$ cat src/rtl/hazard_pkg.sv
// Shared encodings for the pipeline hazard controller: FSM states, forwarding selects,
// counter width and the register-match helper.
package hazard_pkg;

    localparam int unsigned CntWidth = 16;
    localparam int unsigned RegWidth = 5;

    typedef enum logic [1:0] {
        StRun   = 2'd0,
        StStall = 2'd1,
        StFlush = 2'd2,
        StWait  = 2'd3
    } state_e;

    typedef enum logic [1:0] {
        FwdRegfile = 2'b00,
        FwdMem     = 2'b01,
        FwdWb      = 2'b10
    } fwd_e;

    // $0 is hard-wired, so it never matches anything.
    function automatic logic reg_match(input logic [RegWidth-1:0] a,
                                       input logic [RegWidth-1:0] b);
        return (a != '0) && (a == b);
    endfunction

endpackage

$ cat src/rtl/sat_counter16.sv
// Enabled up-counter with asynchronous active-high reset that holds at all-ones.
module sat_counter16
    import hazard_pkg::*;
(
    input  logic                clk_i,
    input  logic                rst_i,
    input  logic                en_i,
    output logic [CntWidth-1:0] count_o
);

    logic [CntWidth-1:0] cnt_q, cnt_d;

    always_comb begin
        cnt_d = cnt_q;
        if (en_i && (cnt_q != {CntWidth{1'b1}})) begin
            cnt_d = cnt_q + 1'b1;
        end
    end

    always_ff @(posedge clk_i or posedge rst_i) begin
        if (rst_i) begin
            cnt_q <= '0;
        end else begin
            cnt_q <= cnt_d;
        end
    end

    assign count_o = cnt_q;

endmodule

$ cat src/rtl/hazard_ctrl.sv
// Pipeline hazard controller: freeze > flush > stall arbitration, operand forwarding and
// performance counters. Define HAZARD_FORWARD_EN to enable Mem/Wb operand forwarding.
module hazard_ctrl
    import hazard_pkg::*;
(
    input  logic        clk,
    input  logic        rst,
    input  logic [4:0]  rs_id,
    input  logic [4:0]  rt_id,
    input  logic        use_rs_id,
    input  logic        use_rt_id,
    input  logic [4:0]  rs_ex,
    input  logic [4:0]  rt_ex,
    input  logic [4:0]  rw_ex,
    input  logic [4:0]  rw_mem,
    input  logic [4:0]  rw_wb,
    input  logic        regwr_ex,
    input  logic        regwr_mem,
    input  logic        regwr_wb,
    input  logic        memtoreg_ex,
    input  logic        pc_redirect,
    input  logic        dmem_busy,
    output logic        stall_pc,
    output logic        stall_if_id,
    output logic        bubble_id_ex,
    output logic        flush_if_id,
    output logic        flush_id_ex,
    output logic        flush_ex_mem,
    output logic        freeze,
    output logic [1:0]  fwd_a,
    output logic [1:0]  fwd_b,
    output logic [1:0]  state,
    output logic [15:0] stall_cycles,
    output logic [15:0] flush_events
);

    state_e state_q, state_d;
    logic   pend_q, pend_d;
    logic   hz, do_freeze, do_flush, do_stall;
    logic   ex_hit;

    assign ex_hit = regwr_ex && ((use_rs_id && reg_match(rs_id, rw_ex)) ||
                                 (use_rt_id && reg_match(rt_id, rw_ex)));

`ifdef HAZARD_FORWARD_EN
    // Only a load in Ex cannot be forwarded in time; everything else is bypassed.
    assign hz = ex_hit && memtoreg_ex;

    always_comb begin
        fwd_a = FwdRegfile;
        fwd_b = FwdRegfile;
        if (regwr_mem && reg_match(rs_ex, rw_mem)) begin
            fwd_a = FwdMem;
        end else if (regwr_wb && reg_match(rs_ex, rw_wb)) begin
            fwd_a = FwdWb;
        end
        if (regwr_mem && reg_match(rt_ex, rw_mem)) begin
            fwd_b = FwdMem;
        end else if (regwr_wb && reg_match(rt_ex, rw_wb)) begin
            fwd_b = FwdWb;
        end
    end
`else
    logic mem_hit;
    logic unused_fwd_inputs;

    // Wb is excluded: the regfile writes in the first half-cycle and reads in the second.
    assign mem_hit = regwr_mem && ((use_rs_id && reg_match(rs_id, rw_mem)) ||
                                   (use_rt_id && reg_match(rt_id, rw_mem)));
    assign hz = ex_hit || mem_hit;

    assign fwd_a = FwdRegfile;
    assign fwd_b = FwdRegfile;
    assign unused_fwd_inputs = ^{rs_ex, rt_ex, rw_wb, regwr_wb, memtoreg_ex};
`endif

    assign do_freeze = dmem_busy;
    assign do_flush  = !dmem_busy && (pc_redirect || pend_q);
    assign do_stall  = hz && !do_flush && !do_freeze;

    assign freeze       = do_freeze;
    assign flush_if_id  = do_flush;
    assign flush_id_ex  = do_flush;
    assign flush_ex_mem = do_flush;
    assign stall_pc     = do_stall;
    assign stall_if_id  = do_stall;
    assign bubble_id_ex = do_stall;

    always_comb begin
        pend_d  = pend_q;
        state_d = StRun;
        // A redirect seen during a freeze must survive until the memory releases.
        if (dmem_busy && pc_redirect) begin
            pend_d = 1'b1;
        end else if (do_flush) begin
            pend_d = 1'b0;
        end
        if (do_freeze) begin
            state_d = StWait;
        end else if (do_flush) begin
            state_d = StFlush;
        end else if (do_stall) begin
            state_d = StStall;
        end
    end

    always_ff @(posedge clk or posedge rst) begin
        if (rst) begin
            state_q <= StRun;
            pend_q  <= 1'b0;
        end else begin
            state_q <= state_d;
            pend_q  <= pend_d;
        end
    end

    assign state = state_q;

    sat_counter16 u_stall_cnt (
        .clk_i   (clk),
        .rst_i   (rst),
        .en_i    (do_stall),
        .count_o (stall_cycles)
    );

    sat_counter16 u_flush_cnt (
        .clk_i   (clk),
        .rst_i   (rst),
        .en_i    (do_flush),
        .count_o (flush_events)
    );

endmodule

$ cat config.mk
export PLATFORM = sky130hd
export DESIGN_NAME = hazard_ctrl
export DESIGN_NICKNAME = d
export VERILOG_FILES = /design/src/rtl/hazard_pkg.sv /design/src/rtl/sat_counter16.sv /design/src/rtl/hazard_ctrl.sv
export SDC_FILE = /design/constraint.sdc
export NUM_CORES = 1
export LEC_CHECK = 0
export CORE_MARGIN = 1
export CORE_UTILIZATION = 37
export DETAILED_ROUTE_END_ITERATION = 16
export HOLD_SLACK_MARGIN = 0.08
export PLACE_DENSITY_LB_ADDON = 0.05
export SYNTH_ARGS = -nofsm -noshare
export SYNTH_HDL_FRONTEND = slang
export SYNTH_HIERARCHICAL = 1
export SYNTH_SLANG_ARGS = --single-unit
$ cat constraint.sdc
create_clock -name clk -period 2.48 [get_ports clk]
set_input_delay 0.248 -clock clk [delete_from_list [all_inputs] [get_ports clk]]
set_output_delay 0.248 -clock clk [all_outputs]
set_load 0.02 [all_outputs]
# After elaboration in Yosys (flattened, before gate mapping)
# Index checks and enable logic that the tools add are counted.
[totals] output_inout_bits=45 regBits=35 input_bits=45 wordCells=42
[classes] n_eq_ne=6 addsub=2 n_reduce_logical=25 n_mux=5
[ops] cell="$add A16 B1 Y16 const B" n=2
[ops] cell="$ne A16 B16 Y1 const B" n=2
[ops] cell="$eq A5 B5 Y1" n=4
[ops] cell="$logic_and A1 B1 Y1" n=16
[ops] cell="$reduce_bool A5 Y1" n=2
[ops] cell="$logic_or A1 B1 Y1" n=4
[ops] cell="$mux W2" n=2
[ops] cell="$mux W1" n=3
[ops] cell="$logic_not A1 Y1" n=2
[ops] cell="$reduce_bool A2 Y1" n=1

# Longest topological paths before layout
[logic_depth] word_depth=11 ltp_mapped=9 mapped_depth_nobuf=9

# By module
# Netlist, hierarchy kept.
[modules_own_cells] mod="sat_counter16" area_each_um2=805.8 cells_per_inst=71 seq_area_each_um2=400.4 n_inst=2
[modules_own_cells] mod="hazard_ctrl" area_each_um2=459.2 cells_per_inst=57 seq_area_each_um2=75.1 n_inst=1

# Worst setup path after synthesis
# Ideal clock, no wire load.
[synth_timing] kind="in2reg" from="input rs_id[2]" to="register u_stall_cnt.cnt_q[14] (netlist: u_stall_cnt/count_o[14])" path_slack_ns=-0.022 cell_stages=9 setup_ns=0.125 t_arrival_ns=2.378 path_buffers=0 required_ns=2.355 path_cell_list="or4_1 o21ai_1 nor4_1 o21ai_0 a21oi_1 and4_1 nand3_1 nor2_1 mux2_2"
[synth_via] elab_chain_len=9 word_cells_on_any_way=15 classes_between="eq/ne (2); reduce/logical (13)"
[synth_rtl] item="start, declared" line="hazard_ctrl.sv:8" source="input logic [4:0] rs_id,"
[synth_rtl] item="$eq A5 B5 Y1 / $reduce_bool A5 Y1 (equally long branches)" line="hazard_pkg.sv:24" source="return (a != '0) && (a == b);"
[synth_rtl] item="$logic_and A1 B1 Y1" line="hazard_pkg.sv:24"
[synth_rtl] item="$logic_and A1 B1 Y1 (on tied branches)" line="hazard_ctrl.sv:42, hazard_ctrl.sv:68"
[synth_rtl] item="$logic_or A1 B1 Y1 (on tied branches)" line="hazard_ctrl.sv:42, hazard_ctrl.sv:68"
[synth_rtl] item="$logic_and A1 B1 Y1 (on tied branches)" line="hazard_ctrl.sv:42, hazard_ctrl.sv:68"
[synth_rtl] item="$logic_or A1 B1 Y1 *" line="hazard_ctrl.sv:70" source="assign hz = ex_hit || mem_hit;"
[synth_rtl] item="$logic_and A1 B1 Y1 * (2 in series)" line="hazard_ctrl.sv:79" source="assign do_stall = hz && !do_flush && !do_freeze;"
[synth_rtl] item="named net bubble_id_ex" line="hazard_ctrl.sv:25" source="output logic bubble_id_ex,"
[synth_rtl] item="$logic_and A1 B1 Y1 *" line="sat_counter16.sv:15" source="if (en_i && (cnt_q != {CntWidth{1'b1}})) begin"
[synth_rtl] item="end signal, assigned" line="sat_counter16.sv:24" source="cnt_q <= cnt_d;"
[synth_rtl] item="end, declared" line="sat_counter16.sv:11" source="logic [CntWidth-1:0] cnt_q, cnt_d;"
# The timed path passes the listed nets; every way through them passes the cells marked *.
# A chain may end at the register's enable or synchronous reset.

# Worst setup path in the final report
[layout_timing] from="input rw_mem[3]" to="register u_stall_cnt.cnt_q[15] (netlist: u_stall_cnt/count_o[15])"
[layout_via] elab_chain_len=9 word_cells_on_any_way=12 classes_between="eq/ne (2); reduce/logical (10)"
[layout_rtl] item="start, declared" line="hazard_ctrl.sv:15" source="input logic [4:0] rw_mem,"
[layout_rtl] item="$eq A5 B5 Y1" line="hazard_pkg.sv:24"
[layout_rtl] item="$logic_and A1 B1 Y1" line="hazard_pkg.sv:24"
[layout_rtl] item="$logic_and A1 B1 Y1 (on tied branches)" line="hazard_ctrl.sv:68, hazard_ctrl.sv:69"
[layout_rtl] item="$logic_or A1 B1 Y1 *" line="hazard_ctrl.sv:68" source="assign mem_hit = regwr_mem && ((use_rs_id && reg_match(rs_id, rw_mem)) ||"
[layout_rtl] item="$logic_and A1 B1 Y1 *" line="hazard_ctrl.sv:68"
[layout_rtl] item="$logic_or A1 B1 Y1 *" line="hazard_ctrl.sv:70"
[layout_rtl] item="$logic_and A1 B1 Y1 * (2 in series)" line="hazard_ctrl.sv:79"
[layout_rtl] item="$logic_and A1 B1 Y1 *" line="sat_counter16.sv:15"
# Mark *: on every way between the ends. The rest lies on a longest branch, timed or not.

==> metrics.md <==
| Metric | Value |
|---|---|
| Number of fillers in the final layout | `479` |
| Power density cells | `517 nW/um2` |
| Slew at the pin with the worst max-slew slack | `0.662 ns` |
| Share of flip-flops with an asynchronous set or reset after synthesis | `100%` |
| Total of flip-flops plus latches after synthesis | `35` |
| Clock skew after layout | `0.00778 ns` |
| First-pass GRT wire length | `7890 um` |
| Die outline area | `5900 um2` |
| DR vias | `1726` |
| Number of enable-type register cells in the synthesized netlist | `0` |
| Number of diodes added for antenna fixing | `0` |
| CTS max path bufs | `2` |
| Top post-synthesis cells by area | `dfrtp_1 (42%), xnor2_1 (14%), nand3_1 (4.4%)` |
| Top post-synthesis cells by count | `dfrtp_1 (35), xnor2_1 (34), nand3_1 (18)` |
| Arrival time worst endpoint | `2.58 ns` |
| Critical path launch point type | `input port` |
| Count of maximum capacitance violations | `0` |
| Antenna violations before repair | `0` |
| Final Hold Fails | `0` |
| Overall track demand over capacity in global routing | `16.6%` |
| Hold-fix buffers, CTS | `0` |
| Share of the synthesized area in the top cell type | `42.3%` |
| Warnings, synthesis | `6` |
| Post-Syn Area | `2070 um2` |
| Number of buffers added on ports | `68` |
| Number of routed nets with antenna violations | `0` |
| Largest net degree at the start of global routing | `17` |
| Final-layout setup total negative slack | `0 ns` |
| Area Growth Syn to Fin | `48.2%` |
| Synth Instances | `199` |
| WP data required | `2.65 ns` |
| Initial Util | `39.5%` |
| Core region area | `5240 um2` |
| Placed insts | `341` |
| Final worst path period share | `97.4%` |
| Die span in x | `76.8 um` |
| Fin worst setup slack | `0.0645 ns` |
| Total wire length | `4630 um` |
| Post-synthesis cell type with the largest combined area | `dfrtp_1` |
| Mean instance size in the synthesized netlist | `10.4 um2` |
| Clock tree from TritonCTS | `yes` |
| Grt ovf | `0` |
| Final std cells w/o fill | `352` |
| Worst voltage drop across the vdd grid | `0.000253 V` |
| Drc violations | `0` |
| Count of final setup violators | `0` |
| Final RePlAce weighted congestion | `0.773` |
| Pre-CTS worst setup slack | `-0.347 ns` |
| Worst Path Max Fanout | `4` |
| Shortest clock period the worst path allows after layout | `2.42 ns` |
| Worst setup path category | `in -> reg` |
| Number of iterations in the first detailed-routing pass | `4` |
| Die H | `76.8 um` |
| Number of global-route vias before repair | `1715` |
| Top Ports | `90` |
| Class of the most critical hold timing path | `in -> async` |
| First-iteration detailed-routing DRC count | `107` |
| Number of different library cells in the post-synthesis netlist | `34` |
| Root buffer cell | `clkbuf_8` |
| Leakage | `1.34 nW` |
| Detailed-placement wirelength estimate | `3510 um` |
| Layout cell share with drive strength beyond 1 | `18.4%` |
| H-tree lvl count | `2` |
| Setup repair after global routing missed its margin | `true` |
| Library cell with the highest instance count after synthesis | `dfrtp_1` |
| Reg clk slew, reported paths | `0.07 ns` |
| Most used flip-flop cell after synthesis | `dfrtp_1` |
| Clock sink total | `35` |
| Relative slew margins | `55.8%` |
| Rows | `26` |
| Total clock buffers created by CTS | `5` |
| Timing-limited maximum frequency | `414 MHz` |
| Final nets | `328` |
| Number of pins exceeding their max-slew limit in the final report | `0` |
| Run status | `finished, final reports clean` |
| Clock latency reported for the late side of the worst-skew pair | `0.28 ns` |
| Sequential element share of the synthesized area | `42.3%` |
| Detailed-route wire length per cell | `13.2 um` |
| Via count normalized by instance count | `4.90` |
| Total power | `1.59 mW` |
| Critical path capture point type | `flop` |
-- routing by layer --
| metal | part of all wire (%) | global-route usage [%] | vias up |
|---|---|---|---|
| met1 | 46 | 20.3 | 811 |
| met2 | 49 | 28.6 | 42 |
| li1 | - | - | 869 |
| met5 | 0 | 0 | - |
| met3 | 4.1 | 4.29 | 4 |
| met4 | 0.82 | 4.62 | 0 |
-- state kept, by name (all words and copies together) (netlist names) --
name                 cells
pend_q                   1
state                    2
u_flush_cnt/count_o     16
u_stall_cnt/count_o     16
-- final cells by class --
cell class                      instances  area, um2  area share [%]
Multi-Input combinational cell        154       1220            39.9
Sequential cell                        35        876            28.5
Timing Repair Buffer                   81        785            25.6
Tap cell                               70       87.6            2.85
Clock buffer                            7       76.3            2.49
Inverter                                4       15.0           0.489
Clock inverter                          1       5.00           0.163
-- path summary, 6_finish.rpt --
kind / from / to / slack [ns] / depth (start not counted)
worst max-delay path: rw_mem[3] / u_stall_cnt/count_o[15]$_DFFE_PP0P_ / 0.06 / 11
worst min-delay path: rst / state[1]$_DFF_PP0_ / 0.18 / 2
worst max register to register: pend_q$_DFFE_PP0P_ / u_stall_cnt/count_o[15]$_DFFE_PP0P_ / 0.52 / 8
worst min register to register: u_flush_cnt/count_o[10]$_DFFE_PP0P_ / u_flush_cnt/count_o[10]$_DFFE_PP0P_ / 0.52 / 1
max in group asynchronous: rst / u_stall_cnt/count_o[10]$_DFFE_PP0P_ / 1.64 / 2
min in group clk: u_flush_cnt/count_o[10]$_DFFE_PP0P_ / u_flush_cnt/count_o[10]$_DFFE_PP0P_ / 0.52 / 1
-- timing repair --
action | 4_1_cts | 5_1_grt
endpoints found under the hold margin | 0 | 0
gates cloned | 0 | 0
resized for setup | 6 | 29
setup endpoints to repair | 7 | 14
pin swaps | 0 | 13
setup buffers | 0 | 3
-- layout by cell type, fill, tap and decap left out, types with 3 or more instances in the layout --
cell type | Yosys | final
inv_1 | 4 | 4
buf_4 | 9 | 12
a21oi_1 | 5 | 4
clkbuf_8 | 0 | 5
and3_1 | 8 | 8
nand3_1 | 18 | 15
nor2_1 | 8 | 7
dlymetal6s2s_1 | 0 | 7
conb_1 | 1 | 4
dfrtp_1 | 35 | 35
nor4_4 | 2 | 4
nand2_1 | 12 | 12
clkbuf_2 | 0 | 3
mux2_2 | 4 | 4
xor2_1 | 8 | 8
xnor2_1 | 34 | 32
nand4_1 | 10 | 10
and4_1 | 6 | 6
clkdlybuf4s50_1 | 0 | 58
-- kinds of logic (layout without fill, tap and decap cells) --
logic type                 Yosys count  in the layout  share of synthesized area [%]
DFF                                 35             35                           42.3
other                                1              4                          0.181
and+or+nand+nor                     87             87                           27.6
AOI/OAI and AO/OA                   13             13                           3.81
muxes                                6              6                           3.14
buffers and inverters               13             93                           3.99
adders and majority gates            2              2                           1.21
xor gates and xnor gates            42             42                           17.8
-- per-stage QoR --
stage               util (%)  cell area, um2  hold WS (ns)
finish                  58.6            3070         0.181
global route            58.6            3070         0.203
CTS                     56.5            2960         0.178
detailed placement      54.6            2860         0.483
global placement        54.6            2860         0.481
floorplan                  -            2090       0.00164
-- power breakdown --
group	internal, mW	total, mW	switching (mW)
logic	0.242	0.468	0.226
clock network	0.197	0.389	0.192
registers	0.632	0.730	0.0984
-- worst max-delay path, stage by stage --
cell and delay, ns:
clkdlybuf4s50_1 0.55, xnor2_2 0.13, nand3_1 0.10, nor4_2 0.34, o21ai_1 0.11, a21oi_2 0.18
buf_4 0.16, nand3_4 0.09, nor4_4 0.36, nand4_1 0.16, xnor2_1 0.15
No activity file was read; power rests on OpenSTA's default activity.
